$ cat config.mk
export PLATFORM = sky130hd
export DESIGN_NAME = burst_error_injector
export DESIGN_NICKNAME = d
export VERILOG_FILES = /design/src/rtl/channel_pkg.sv /design/src/rtl/error_lfsr16.sv /design/src/rtl/burst_error_injector.sv
export SDC_FILE = /design/constraint.sdc
export NUM_CORES = 1
export LEC_CHECK = 0
export ABC_AREA = 1
export BUFFER_PORTS_ARGS = -buffer_cell sky130_fd_sc_hd__buf_2
export CORE_MARGIN = 10
export CORE_UTILIZATION = 30
export CTS_BUF_LIST = sky130_fd_sc_hd__clkbuf_8
export DETAILED_ROUTE_END_ITERATION = 12
export PLACE_DENSITY_LB_ADDON = 0.05
export SYNTH_ARGS = -nofsm -noshare
export SYNTH_HDL_FRONTEND = slang
export SYNTH_SLANG_ARGS = --single-unit
$ cat constraint.sdc
create_clock -name clk -period 9 [get_ports clk]
set_input_delay 2.7 -clock clk [delete_from_list [all_inputs] [get_ports clk]]
set_output_delay 2.7 -clock clk [all_outputs]
set_load 0.005 [all_outputs]
$ cat src/rtl/channel_pkg.sv
// Shared types and constants for the channel models: LFSR seed/taps, channel and burst state encodings.
package channel_pkg;

  localparam logic [15:0] LFSR_SEED = 16'hACE1;
  // Taps at bits 15,13,12,10 realise x^16+x^14+x^13+x^11+1.
  localparam logic [15:0] LFSR_TAPS = 16'hB400;
  localparam logic [16:0] PROB_ONE  = 17'd65536;

  typedef enum logic {
    BAD  = 1'b0,
    GOOD = 1'b1
  } chan_state_e;

  typedef enum logic {
    NO_BURST = 1'b0,
    IN_BURST = 1'b1
  } burst_state_e;

  function automatic logic [15:0] lfsr_next(input logic [15:0] l);
    return {l[14:0], ^(l & LFSR_TAPS)};
  endfunction

endpackage

$ cat src/rtl/error_lfsr16.sv
// 16-bit maximal-length Fibonacci LFSR used as the uniform source for error decisions.
// Steps only when advance is high; the seed is non-zero so the register never reaches 0.
module error_lfsr16
  import channel_pkg::*;
(
  input  logic        clk,
  input  logic        reset,
  input  logic        advance,
  output logic [15:0] value
);

  always_ff @(posedge clk or posedge reset) begin
    if (reset) begin
      value <= LFSR_SEED;
    end else if (advance) begin
      value <= lfsr_next(value);
    end
  end

endmodule

$ cat src/rtl/burst_error_injector.sv
// State-dependent binary symmetric channel with a one-deep valid/ready output register and error statistics.
// Define BURST_STATS_EN to add burst_count/max_burst outputs and the burst-tracking FSM.
module burst_error_injector
  import channel_pkg::*;
#(
  parameter int BER_GOOD = 16,
  parameter int BER_BAD  = 6554,
  parameter int CNT_W    = 32
) (
  input  logic             clk,
  input  logic             reset,
  input  logic             channel_state,
  input  logic             in_valid,
  output logic             in_ready,
  input  logic             in_bit,
  output logic             out_valid,
  input  logic             out_ready,
  output logic             out_bit,
  output logic             out_err,
  input  logic             stats_clr,
  output logic [CNT_W-1:0] bit_count,
  output logic [CNT_W-1:0] err_count
`ifdef BURST_STATS_EN
  ,
  output logic [CNT_W-1:0] burst_count,
  output logic [15:0]      max_burst
`endif
);

  localparam logic [16:0]      THR_GOOD = (BER_GOOD >= 65536) ? PROB_ONE : 17'(BER_GOOD);
  localparam logic [16:0]      THR_BAD  = (BER_BAD  >= 65536) ? PROB_ONE : 17'(BER_BAD);
  localparam logic [CNT_W-1:0] CNT_MAX  = '1;
  localparam logic [CNT_W-1:0] CNT_ONE  = CNT_W'(1);

  logic [15:0] lfsr;
  logic        accept;
  logic        err;
  logic [16:0] thr;
  chan_state_e cs;

  assign cs       = chan_state_e'(channel_state);
  assign in_ready = !out_valid || out_ready;
  assign accept   = in_valid && in_ready;
  assign thr      = (cs == GOOD) ? THR_GOOD : THR_BAD;
  // The LFSR never holds 0, so a threshold of 1 can never produce a flip.
  assign err      = ({1'b0, lfsr} < thr);

  error_lfsr16 u_lfsr (
    .clk     (clk),
    .reset   (reset),
    .advance (accept),
    .value   (lfsr)
  );

  always_ff @(posedge clk or posedge reset) begin
    if (reset) begin
      out_valid <= 1'b0;
      out_bit   <= 1'b0;
      out_err   <= 1'b0;
    end else if (accept) begin
      out_valid <= 1'b1;
      out_bit   <= in_bit ^ err;
      out_err   <= err;
    end else if (out_ready) begin
      out_valid <= 1'b0;
    end
  end

  // Clear beats are deliberately not counted, even though they are forwarded.
  always_ff @(posedge clk or posedge reset) begin
    if (reset) begin
      bit_count <= '0;
      err_count <= '0;
    end else if (stats_clr) begin
      bit_count <= '0;
      err_count <= '0;
    end else if (accept) begin
      if (bit_count != CNT_MAX) bit_count <= bit_count + CNT_ONE;
      if (err && (err_count != CNT_MAX)) err_count <= err_count + CNT_ONE;
    end
  end

`ifdef BURST_STATS_EN
  burst_state_e     bstate_q, bstate_d;
  logic [15:0]      run_q, run_d;
  logic [CNT_W-1:0] burst_d;

  always_comb begin
    bstate_d = bstate_q;
    run_d    = run_q;
    burst_d  = burst_count;
    if (accept) begin
      case (bstate_q)
        NO_BURST: begin
          if (err) begin
            bstate_d = IN_BURST;
            run_d    = 16'd1;
            if (burst_count != CNT_MAX) burst_d = burst_count + CNT_ONE;
          end
        end
        IN_BURST: begin
          if (!err) begin
            bstate_d = NO_BURST;
          end else if (run_q != 16'hFFFF) begin
            run_d = run_q + 16'd1;
          end
        end
        default: bstate_d = NO_BURST;
      endcase
    end
  end

  // max_burst follows the registered run length, so it settles one cycle after a burst grows.
  always_ff @(posedge clk or posedge reset) begin
    if (reset) begin
      bstate_q    <= NO_BURST;
      run_q       <= '0;
      burst_count <= '0;
      max_burst   <= '0;
    end else if (stats_clr) begin
      bstate_q    <= NO_BURST;
      run_q       <= '0;
      burst_count <= '0;
      max_burst   <= '0;
    end else begin
      bstate_q    <= bstate_d;
      run_q       <= run_d;
      burst_count <= burst_d;
      if (run_q > max_burst) max_burst <= run_q;
    end
  end
`endif

endmodule

==> Word level (Yosys, flattened, before mapping) <==
Index checks and enable logic that the tools add are counted.
{ "totals": {"reg_bits": 83, "out_inout_bits": 68, "word_cells": 32} }
{ "op_classes": {"addsub": 2, "magnitude_cmp": 1, "eq_ne": 2, "n_mux": 9, "bitwise_logic": 1, "reduce_logical": 11} }
{ "ops": {"columns": ["operator", "count"], "rows": [
  ["32-bit two-way mux", 6],
  ["32-bit by 1-bit adder with 32-bit output (second input constant)", 2],
  ["32-bit inequality test (second input constant)", 2],
  ["16-bit by 13-bit less-than comparator with 1-bit output", 1],
  ["16-bit XOR reduction", 1],
  ["13-bit two-way mux", 1],
  ["2-bit nonzero test", 4],
  ["2-bit AND reduction", 2],
  ["1-bit logical AND", 2],
  ["1-bit two-way mux", 2],
  ["1-bit zero test", 1],
  ["1-bit logical OR", 1],
  ["1-bit XOR", 1]
]} }

==> Longest topological paths before layout <==
Gate-level depths: netlist (run 1).
{ "logic_depth": {"word_depth": 6, "depth_mapped": 12, "ltp_nobuf": 11} }

==> Cells and area by module <==
From an unflattened synthesis (run 1), not the netlist that was laid out.
{ "hier_totals": {"cells_unflattened": 866, "hier_area_um2": 5577.8} }
{ "by_module_without_submodules": {"columns": ["module", "n_inst", "cells_per_inst", "area_each_um2", "seq_area_each_um2"], "rows": [
  ["burst_error_injector", 1, 788, 4887.2, 1676.6],
  ["error_lfsr16", 1, 78, 690.7, 410.4]
]} }

==> Worst setup path after synthesis (run 1) <==
Ideal clock, no wire load.
{ "synth_path": {"kind": "input-to-output", "from": "in out_ready", "to": "out in_ready", "arrival_ns": 2.803, "slack_ns": 3.497, "path_stages": 2, "n_path_buf": 0, "path_cell_list": "inv_1 -> nand2_1"} }
{ "synth_via": {"elab_chain_len": 1} }
{ "synth_lines": {"columns": ["element", "line_no", "text"], "rows": [
  ["start, declared", "burst_error_injector.sv:17", "input logic out_ready,"],
  ["1-bit logical OR", "burst_error_injector.sv:42", "assign in_ready = !out_valid || out_ready;"],
  ["end, declared", "burst_error_injector.sv:14", "output logic in_ready,"]
]} }
Every way passes these cells.

==> Final worst setup path (run 1) <==
Ends and elaborated chain as after synthesis.

==> flow_metrics.env, run 1 <==
export IMPL_outcome="finished, final reports clean"
export IMPL_min_from="u_lfsr.value[11]"
export IMPL_cp_top_family="buffers and inverters"
export IMPL_required_ns=6.30
export IMPL_syn_inst=855
export IMPL_grt_max_degree=53
export IMPL_cap_violations=0
export IMPL_cts_root_buf="clkbuf_8"
export IMPL_crit_fanout=3
export IMPL_syn_area_um2=5512
export IMPL_drt_iter0_drc=291
export IMPL_vias_per_cell=4.609
export IMPL_route_met2_wl_mm=7.371
export IMPL_slew_violations=0
export IMPL_cts_setup_buffers=0
export IMPL_grt_remaining_overflow=0
export IMPL_portBuffers=74
export IMPL_dpl_hpwl_mm=12.47
export IMPL_wl_met1_mm=8.867
export IMPL_ios=75
export IMPL_ys_flop_type="dfrtp_1"
export IMPL_synth_warnings=0
export IMPL_async_flop_share=1.000
export IMPL_leakagePower_nw=2.986
export IMPL_cts_resized=0
export IMPL_highest_layer="met4"
export IMPL_critPathBufInv=3
export IMPL_drive_gt1_frac=0.1317
export IMPL_reg2reg_depth=11
export IMPL_fillers=2008
export IMPL_fmax_mhz=174.5
export IMPL_synth_edf_count=0
export IMPL_post_route_drc_count=0
export IMPL_wl_per_cell_um=14.73
export IMPL_die_area_um2=24190
export IMPL_finalSetupTns_ns=0
export IMPL_fin_cells=1155
export IMPL_cts_hold_buffers_added=0
export IMPL_critPathKind="in -> out"
export IMPL_clk_pin_slew_ns=0.08
export IMPL_cts_buffer_depth=2
export IMPL_num_vias=5323
export IMPL_numClockSinks=83
export IMPL_crit_top_cell="buf_2"
export IMPL_syn_to_final_growth_pct=13.10
export IMPL_cp_startpoint="out_ready"
export IMPL_cts_buffers=9
export IMPL_endpoint_kind="primary output"
export IMPL_placed_cell_area_um2=6068
export IMPL_vdd_drop_max_uv=83.79
export IMPL_firstDrtPassIters=5
export IMPL_synth_cell_types=30
export IMPL_synth_seq_cells=83
export IMPL_core_area_um2=18020
export IMPL_worst_slew_pin_slew_ns=0.7452
export IMPL_start_kind="primary input"
export IMPL_routabilityCongestion=0.8492
export IMPL_yosysTopAreaCell="dfrtp_1"
export IMPL_skew_ns=0.01751
export IMPL_h_tree_depth=3
export IMPL_cp_depth=4
export IMPL_grt_pass1_wl_mm=28.25
export IMPL_cp_slowest_cell="buf_2"
export IMPL_design_area_um2=6233
export IMPL_crit_arrival_ns=3.03
export IMPL_synth_top_area_share=0.3405
export IMPL_cts_tree="done"
export IMPL_die_x_um=155.5
export IMPL_placed_cells=1139
export IMPL_synth_most_common_cell="nand2_1"
export IMPL_synthesis_nets=869
export IMPL_synthTopCellsByArea="dfrtp_1, nand2_1, nor2_1"
export IMPL_hold_class="reg -> reg"
export IMPL_grt_usage=0.1430
export IMPL_syn_avg_cell_area_um2=6.446
export IMPL_grt_pass1_vias=5240
export IMPL_relSlewSlack=0.5032
export IMPL_die_h_um=155.5
export IMPL_p_per_area_nw_per_um2=140.0
export IMPL_synth_yosys_seq_area_share=0.3787
export IMPL_finalHoldViolCount=0
export IMPL_fp_row_count=49
export IMPL_fin_crit_sh=0.6366
export IMPL_rsz0062_at_grt="no"
export IMPL_timing_rr_start="err_count[0]"
export IMPL_wl_met3_um=647
export IMPL_synthTopCellsByCount="nand2_1, nor2_1, nand3_1"
export IMPL_nets=935
export IMPL_clock_latency_ns=0.38
export IMPL_antenna_found_initial=0
export IMPL_wl_mm=17.01
export IMPL_period_minus_slack_ns=5.729
export IMPL_diodes=0
export IMPL_final_antenna_net_count=0
export IMPL_holdPathStages=2
export IMPL_initial_utilization=0.3058
export IMPL_cp_cell_sequence="buf_2, inv_1, nand2_1, buf_2"
export IMPL_slowest_delay_ns=0.13
export IMPL_setup_viol=0
-- registers in the layout, summed over array words and instances, names as in the netlist --
| register | count |
|---|---|
| out_valid | 1 |
| out_bit | 1 |
| bit_count | 32 |
| err_count | 32 |
| u_lfsr.value | 16 |
| out_err | 1 |
-- routing by layer --
metal	vias to the layer above	global-route usage
li1	2817	-
met1	2426	0.2044
met2	69	0.2164
met3	11	0.02647
met4	0	0.03610
met5	-	0
-- final cells by class --
class	instances	area (µm²)	share of cell area
tap	229	286.5	0.04597
sequential	83	2087	0.3348
clock inverter	6	27.53	0.004416
clock buffer	10	137.6	0.02208
multi-input combinational	680	3028	0.4857
timing repair buffer	78	400.4	0.06423
inverter	69	266.5	0.04275
-- worst paths after layout --
path	slack [ns]	endpoint
setup / recovery	3.27	in_ready
hold / removal	0.49	u_lfsr.value[11]
setup reg to reg	6.61	err_count[29]
hold reg to reg	0.49	u_lfsr.value[11]
max in group asynchronous	5.62	err_count[6]
min in group asynchronous	2.33	u_lfsr.value[4]
-- layout by cell type (no fill, tap or decap) --
cell type,instances
nand2_1,356
nor2_1,134
nand3_1,76
dfrtp_1,75
buf_2,74
inv_1,69
nand4_1,23
o21ai_0,20
nor3_1,13
clkbuf_8,10
xor2_1,9
xnor2_1,9
dfstp_2,8
ha_1,7
nand2_2,5
a21oi_1,4
nor2_2,4
nor2_4,4
o21bai_1,4
buf_4,4
nand2_4,3
nor3b_1,2
inv_2,2
or2_2,2
a21o_1,2
a21oi_2,1
nand3_2,1
a211oi_1,1
clkinv_4,1
inv_4,1
clkinvlp_4,1
clkinv_2,1
-- kinds of logic after synthesis --
| kind of cell | count (synthesis) | synth area share |
|---|---|---|
| xor+xnor | 18 | 0.02861 |
| buf+inv | 92 | 0.07196 |
| compound gates | 32 | 0.03292 |
| fa+ha+maj | 7 | 0.01589 |
| simple gates | 623 | 0.4720 |
| flops | 83 | 0.3787 |
-- tightest hold or removal path, stage by stage, from the launching register on --
cell and delay [ns]:
dfstp_2 0.39, nand2_1 0.06, nand2_1 0.05
-- report_power, final --
group | total, W | switching, W | leakage [nW] | internal [W]
sequential | 0.000444 | 0.0000308 | 1.12 | 0.000413
clock | 0.000251 | 0.000147 | 0.0973 | 0.000104
combinational | 0.000178 | 0.000122 | 1.77 | 0.0000560
-- metrics by stage --
| step | total power, W | setup slack (ns) | hold WS, ns | util |
|---|---|---|---|---|
| global placement | 0.0006342 | 3.270 | 0.4679 | 0.3367 |
| global route | 0.0009387 | 3.213 | 0.4969 | 0.3458 |
| CTS | 0.0008909 | 3.267 | 0.4909 | 0.3458 |
| floorplan | 0.0005868 | 3.497 | 0.4530 | - |
| detailed placement | 0.0006348 | 3.270 | 0.4643 | 0.3367 |
| finish | 0.0008728 | 3.271 | 0.4882 | 0.3458 |
(Power assumes the default switching activity.)
==> inputs of run 2 (changes only) <==
==> constraint.sdc (replaced) <==
create_clock -name clk -period 5 [get_ports clk]
set_input_delay 1.5 -clock clk [delete_from_list [all_inputs] [get_ports clk]]
set_output_delay 1.5 -clock clk [all_outputs]
set_load 0.005 [all_outputs]
==> flow_metrics.env, run 2 (synthesized netlist as in run 1, its figures left out) <==
export IMPL_relSlewSlack=0.4271
export IMPL_nets=936
export IMPL_wl_per_cell_um=14.83
export IMPL_endpoint_kind="primary output"
export IMPL_start_kind="primary input"
export IMPL_seqPwrFrac=0.481
export IMPL_grt_max_degree=64
export IMPL_antenna_found_initial=0
export IMPL_finalSetupTns_ns=0
export IMPL_h_tree_depth=3
export IMPL_final_cell_mix="nand2_1, nor2_1, nand3_1"
export IMPL_initial_utilization=0.3058
export IMPL_cp_cell_sequence="buf_2, inv_1, nand2_1, buf_2"
export IMPL_syn_to_final_growth_pct=14.12
export IMPL_grt_usage=0.1451
export IMPL_p_int_w=0.001116
export IMPL_cts_hold_buffers_added=0
export IMPL_leakagePower_nw=2.999
export IMPL_fin_crit_sh=0.6666
export IMPL_rsz0062_at_grt="no"
export IMPL_cts_root_buf="clkbuf_8"
export IMPL_cp_slowest_cell="buf_2"
export IMPL_period_minus_slack_ns=3.333
export IMPL_layout_commonest_cell="nand2_1"
export IMPL_ios=75
export IMPL_num_vias=5388
export IMPL_required_ns=3.50
export IMPL_pwr_share_comb=0.194
export IMPL_grt_remaining_overflow=0
export IMPL_pre_cts_slack_ns=1.491
export IMPL_slowest_delay_ns=0.13
export IMPL_crit_fanout=3
export IMPL_cp_top_family="buffers and inverters"
export IMPL_diodes=0
export IMPL_post_route_drc_count=0
export IMPL_skew_ns=0.009380
export IMPL_vias_per_cell=4.661
export IMPL_setup_viol=0
export IMPL_crit_arrival_ns=1.83
export IMPL_hold_class="reg -> reg"
export IMPL_holdWs_ns=0.4911
export IMPL_drt_iter0_drc=320
export IMPL_min_from="u_lfsr.value[11]"
export IMPL_portBuffers=74
export IMPL_cts_tree="done"
export IMPL_wl_mm=17.14
export IMPL_largestRegisters="bit_count x32, err_count x32, u_lfsr.value x16"
export IMPL_dpl_hpwl_mm=12.43
export IMPL_die_x_um=155.5
export IMPL_worst_slew_pin_slew_ns=0.8593
export IMPL_final_antenna_net_count=0
export IMPL_outcome="finished, final reports clean"
export IMPL_finalCoreUtilization=0.3490
export IMPL_critPathBufInv=3
export IMPL_vdd_drop_max_uv=213.9
export IMPL_routabilityCongestion=0.8288
export IMPL_clk_pin_slew_ns=0.09
export IMPL_clock_latency_ns=0.38
export IMPL_firstDrtPassIters=5
export IMPL_cts_buffer_depth=2
export IMPL_fmax_mhz=300.0
export IMPL_drive_gt1_frac=0.1359
export IMPL_cts_setup_buffers=0
export IMPL_crit_top_cell="buf_2"
export IMPL_clkPwrFrac=0.325
export IMPL_die_h_um=155.5
export IMPL_timing_rr_start="err_count[0]"
export IMPL_grt_pass1_vias=5291
export IMPL_critPathKind="in -> out"
export IMPL_cts_buffers=9
export IMPL_setup_slack_ns=1.667
export IMPL_slew_violations=0
export IMPL_die_area_um2=24190
export IMPL_p_per_area_nw_per_um2=264.4
export IMPL_grt_pass1_wl_mm=28.55
export IMPL_fp_row_count=49
export IMPL_numClockSinks=83
export IMPL_finalHoldViolCount=0
export IMPL_p_switching_w=0.0005472
export IMPL_fillers=2032
export IMPL_cap_violations=0
export IMPL_cp_startpoint="out_ready"
export IMPL_cts_resized=0
export IMPL_p_sw_frac=0.3290
export IMPL_core_area_um2=18020
==> run 2: changes by cell type in the layout (fill, tap and decap cells not counted), sizes merged <==
cell and delta:
clkinv -1, buf +1, clkbuf +2, bufinv +1, clkinvlp +1, inv -3
==> run 2: worst reg2reg max path, stage by stage (launching register included) <==
cell and delay (ns):
dfrtp_1 0.55, ha_1 0.30, inv_1 0.10, nor2_4 0.16
nand2_2 0.14, nor2_2 0.15, nand2_1 0.08, nand3_2 0.09
nand2_4 0.23, nand2_4 0.41, nand2_1 0.12, nand2_1 0.07
==> run 2: cell type report <==
cell class / instances / area, µm² / area share
inverters: 69 / 266.5 / 0.04237
repair buffers: 79 / 407.9 / 0.06485
clock buffers: 12 / 165.2 / 0.02626
clock inverters: 4 / 48.80 / 0.007758
multi-input cells: 680 / 3028 / 0.4814
well taps: 229 / 286.5 / 0.04555
flip-flops and latches: 83 / 2087 / 0.3318
==> run 2: worst paths after layout <==
path,endpoint,slack [ns],cells after the start
worst min register to register,u_lfsr.value[11],0.49,2
max in group asynchronous,err_count[18],2.87,3
worst max-delay path,in_ready,1.67,4
worst max register to register,err_count[11],2.55,11
worst min-delay path,u_lfsr.value[11],0.49,2
min in group asynchronous,bit_count[28],1.29,2
==> run 2: stage by stage <==
stage / instances / instance area [µm²] / total power, W
final: 1156 / 6290 / 0.001663
after global placement: 1140 / 6076 / 0.001147
after CTS: 1156 / 6290 / 0.001699
after floorplan: 855 / 5512 / 0.001056
after detailed placement: 1140 / 6076 / 0.001146
after global routing: 1156 / 6290 / 0.001784
==> run 2: per-layer routing <==
| metal | vias up | global-route usage | part of all wire |
|---|---|---|---|
| met3 | 8 | 0.04218 | 0.054 |
| met5 | - | 0 | 0 |
| li1 | 2817 | - | - |
| met2 | 83 | 0.2204 | 0.44 |
| met4 | 0 | 0.02317 | 0.0062 |
| met1 | 2480 | 0.2024 | 0.50 |
==> run 2: power by group through the flow <==
stage	Sequential (W)	Combinational, W	Clock [W]
floorplan	0.000800	0.000256	0
global placement	0.000815	0.000332	0
detailed placement	0.000813	0.000333	0
CTS	0.000801	0.000333	0.000565
global route	0.000813	0.000385	0.000586
finish	0.000800	0.000322	0.000541
==> inputs of run 3 (changes only) <==
==> constraint.sdc (replaced) <==
create_clock -name clk -period 2.8 [get_ports clk]
set_input_delay 0.84 -clock clk [delete_from_list [all_inputs] [get_ports clk]]
set_output_delay 0.84 -clock clk [all_outputs]
set_load 0.005 [all_outputs]
==> flow_metrics.env, run 3 (synthesized netlist as in run 1, its figures left out) <==
export IMPL_core_area_um2=18020
export IMPL_largestRegisters="bit_count x32, err_count x32, u_lfsr.value x16"
export IMPL_final_cell_mix="nand2_1, nor2_1, nand3_1"
export IMPL_slowest_delay_ns=0.46
export IMPL_power_w=0.003013
export IMPL_die_h_um=155.5
export IMPL_dpl_hpwl_mm=12.86
export IMPL_crit_fanout=27
export IMPL_wl_per_cell_um=15.19
export IMPL_die_area_um2=24190
export IMPL_endpoint_kind="register"
export IMPL_grt_remaining_overflow=0
export IMPL_fmax_mhz=475.3
export IMPL_layout_commonest_cell="nand2_1"
export IMPL_h_tree_depth=3
export IMPL_portBuffers=74
export IMPL_critPathKind="reg -> reg"
export IMPL_grt_pass1_wl_mm=29.12
export IMPL_cts_buffers=9
export IMPL_setup_viol=0
export IMPL_clk_pin_slew_ns=0.09
export IMPL_drive_gt1_frac=0.1396
export IMPL_leakagePower_nw=3.024
export IMPL_relSlewSlack=0.6300
export IMPL_p_per_area_nw_per_um2=474.7
export IMPL_cts_setup_buffers=0
export IMPL_rsz0062_at_grt="no"
export IMPL_slew_violations=0
export IMPL_numClockSinks=83
export IMPL_cp_cell_sequence="ha_1, nand2_1, nor2_4, nand2_2, nor2_4, nand2_1, nand2_2, inv_2, nand4_1, nand2_1"
export IMPL_period_minus_slack_ns=2.104
export IMPL_die_x_um=155.5
export IMPL_drt_iter0_drc=282
export IMPL_fp_row_count=49
export IMPL_cap_violations=0
export IMPL_vdd_drop_max_uv=280.5
export IMPL_grt_max_degree=51
export IMPL_finalHoldViolCount=0
export IMPL_syn_to_final_growth_pct=15.14
export IMPL_required_ns=3.05
export IMPL_post_route_drc_count=0
export IMPL_firstDrtPassIters=5
export IMPL_routabilityCongestion=0.8263
export IMPL_cts_resized=0
export IMPL_crit_arrival_ns=2.36
export IMPL_cts_tree="done"
export IMPL_fillers=1992
export IMPL_ios=75
export IMPL_hold_class="in -> async"
export IMPL_initial_utilization=0.3058
export IMPL_cp_slowest_cell="dfrtp_1"
export IMPL_nets=940
export IMPL_diodes=0
export IMPL_clock_latency_ns=0.37
export IMPL_timing_rr_start="bit_count[0]"
export IMPL_worst_slew_pin_slew_ns=0.5508
export IMPL_start_kind="register"
export IMPL_crit_top_cell="nand2_1"
export IMPL_grt_usage=0.1471
export IMPL_num_vias=5418
export IMPL_outcome="finished, final reports clean"
export IMPL_cts_buffer_depth=2
export IMPL_cts_hold_buffers_added=0
export IMPL_skew_ns=0.009619
export IMPL_vias_per_cell=4.671
export IMPL_grt_pass1_vias=5376
export IMPL_finalSetupTns_ns=0
export IMPL_cp_startpoint="bit_count[0]"
export IMPL_antenna_found_initial=0
export IMPL_cts_root_buf="clkbuf_8"
export IMPL_wl_mm=17.62
export IMPL_fin_crit_sh=0.7515
export IMPL_final_antenna_net_count=0
-- run 3: changes by cell type in the layout (fill, tap and decap cells not counted), sizes merged --
cell,change
clkinvlp,+1
inv,-1
buf,+4
-- run 3: path summary, 6_finish.rpt --
check	endpoint	slack, ns	cells past startpoint
worst max-delay path	bit_count[25]	0.70	10
worst min-delay path	bit_count[3]	0.48	2
worst max register to register	bit_count[25]	0.70	10
worst min register to register	out_bit	0.48	2
max in group asynchronous	u_lfsr.value[10]	1.65	3
min in group clk	out_bit	0.48	2
-- run 3: final cells by class --
cell class | instances | area, µm² | area share
tap | 229 | 286.5 | 0.04515
timing repair buffer | 83 | 462.9 | 0.07295
inverter | 69 | 267.8 | 0.04219
clock inverter | 4 | 48.80 | 0.007689
multi-input combinational | 680 | 3028 | 0.4771
clock buffer | 12 | 165.2 | 0.02603
sequential | 83 | 2087 | 0.3289
-- run 3: metrics by stage --
step | std cells | worst slack, ns | hold slack [ns] | area (µm²) | util
floorplan | 855 | 0.6984 | 0.4530 | 5515 | -
global placement | 1144 | 0.3376 | 0.4651 | 6132 | 0.3402
detailed placement | 1144 | 0.3219 | 0.4680 | 6132 | 0.3402
CTS | 1160 | 0.7158 | 0.4717 | 6346 | 0.3521
global route | 1160 | 0.5195 | 0.4971 | 6346 | 0.3521
finish | 1160 | 0.6959 | 0.4788 | 6346 | 0.3521
-- run 3: worst max-delay path, delay by kind of cell, from the launching register on --
| family | cells | cell delay, ns |
|---|---|---|
| fa+ha+maj | 1 | 0.26 |
| flops | 1 | 0.46 |
| simple gates | 8 | 1.04 |
| buf+inv | 1 | 0.22 |
-- run 3: layer usage --
metal	GRT usage	wire length, µm	vias to the layer above
met1	0.2034	8947	2492
li1	-	-	2828
met4	0.03253	190	0
met5	0	0	-
met3	0.02895	677	14
met2	0.2317	7804	84
-- run 3: power by group --
part	total [W]	switching [W]	internal, W
Clock	0.000956	0.000473	0.000483
Combinational	0.000644	0.000428	0.000216
Sequential	0.00141	0.0000829	0.00133
Total	0.00301	0.000984	0.00203
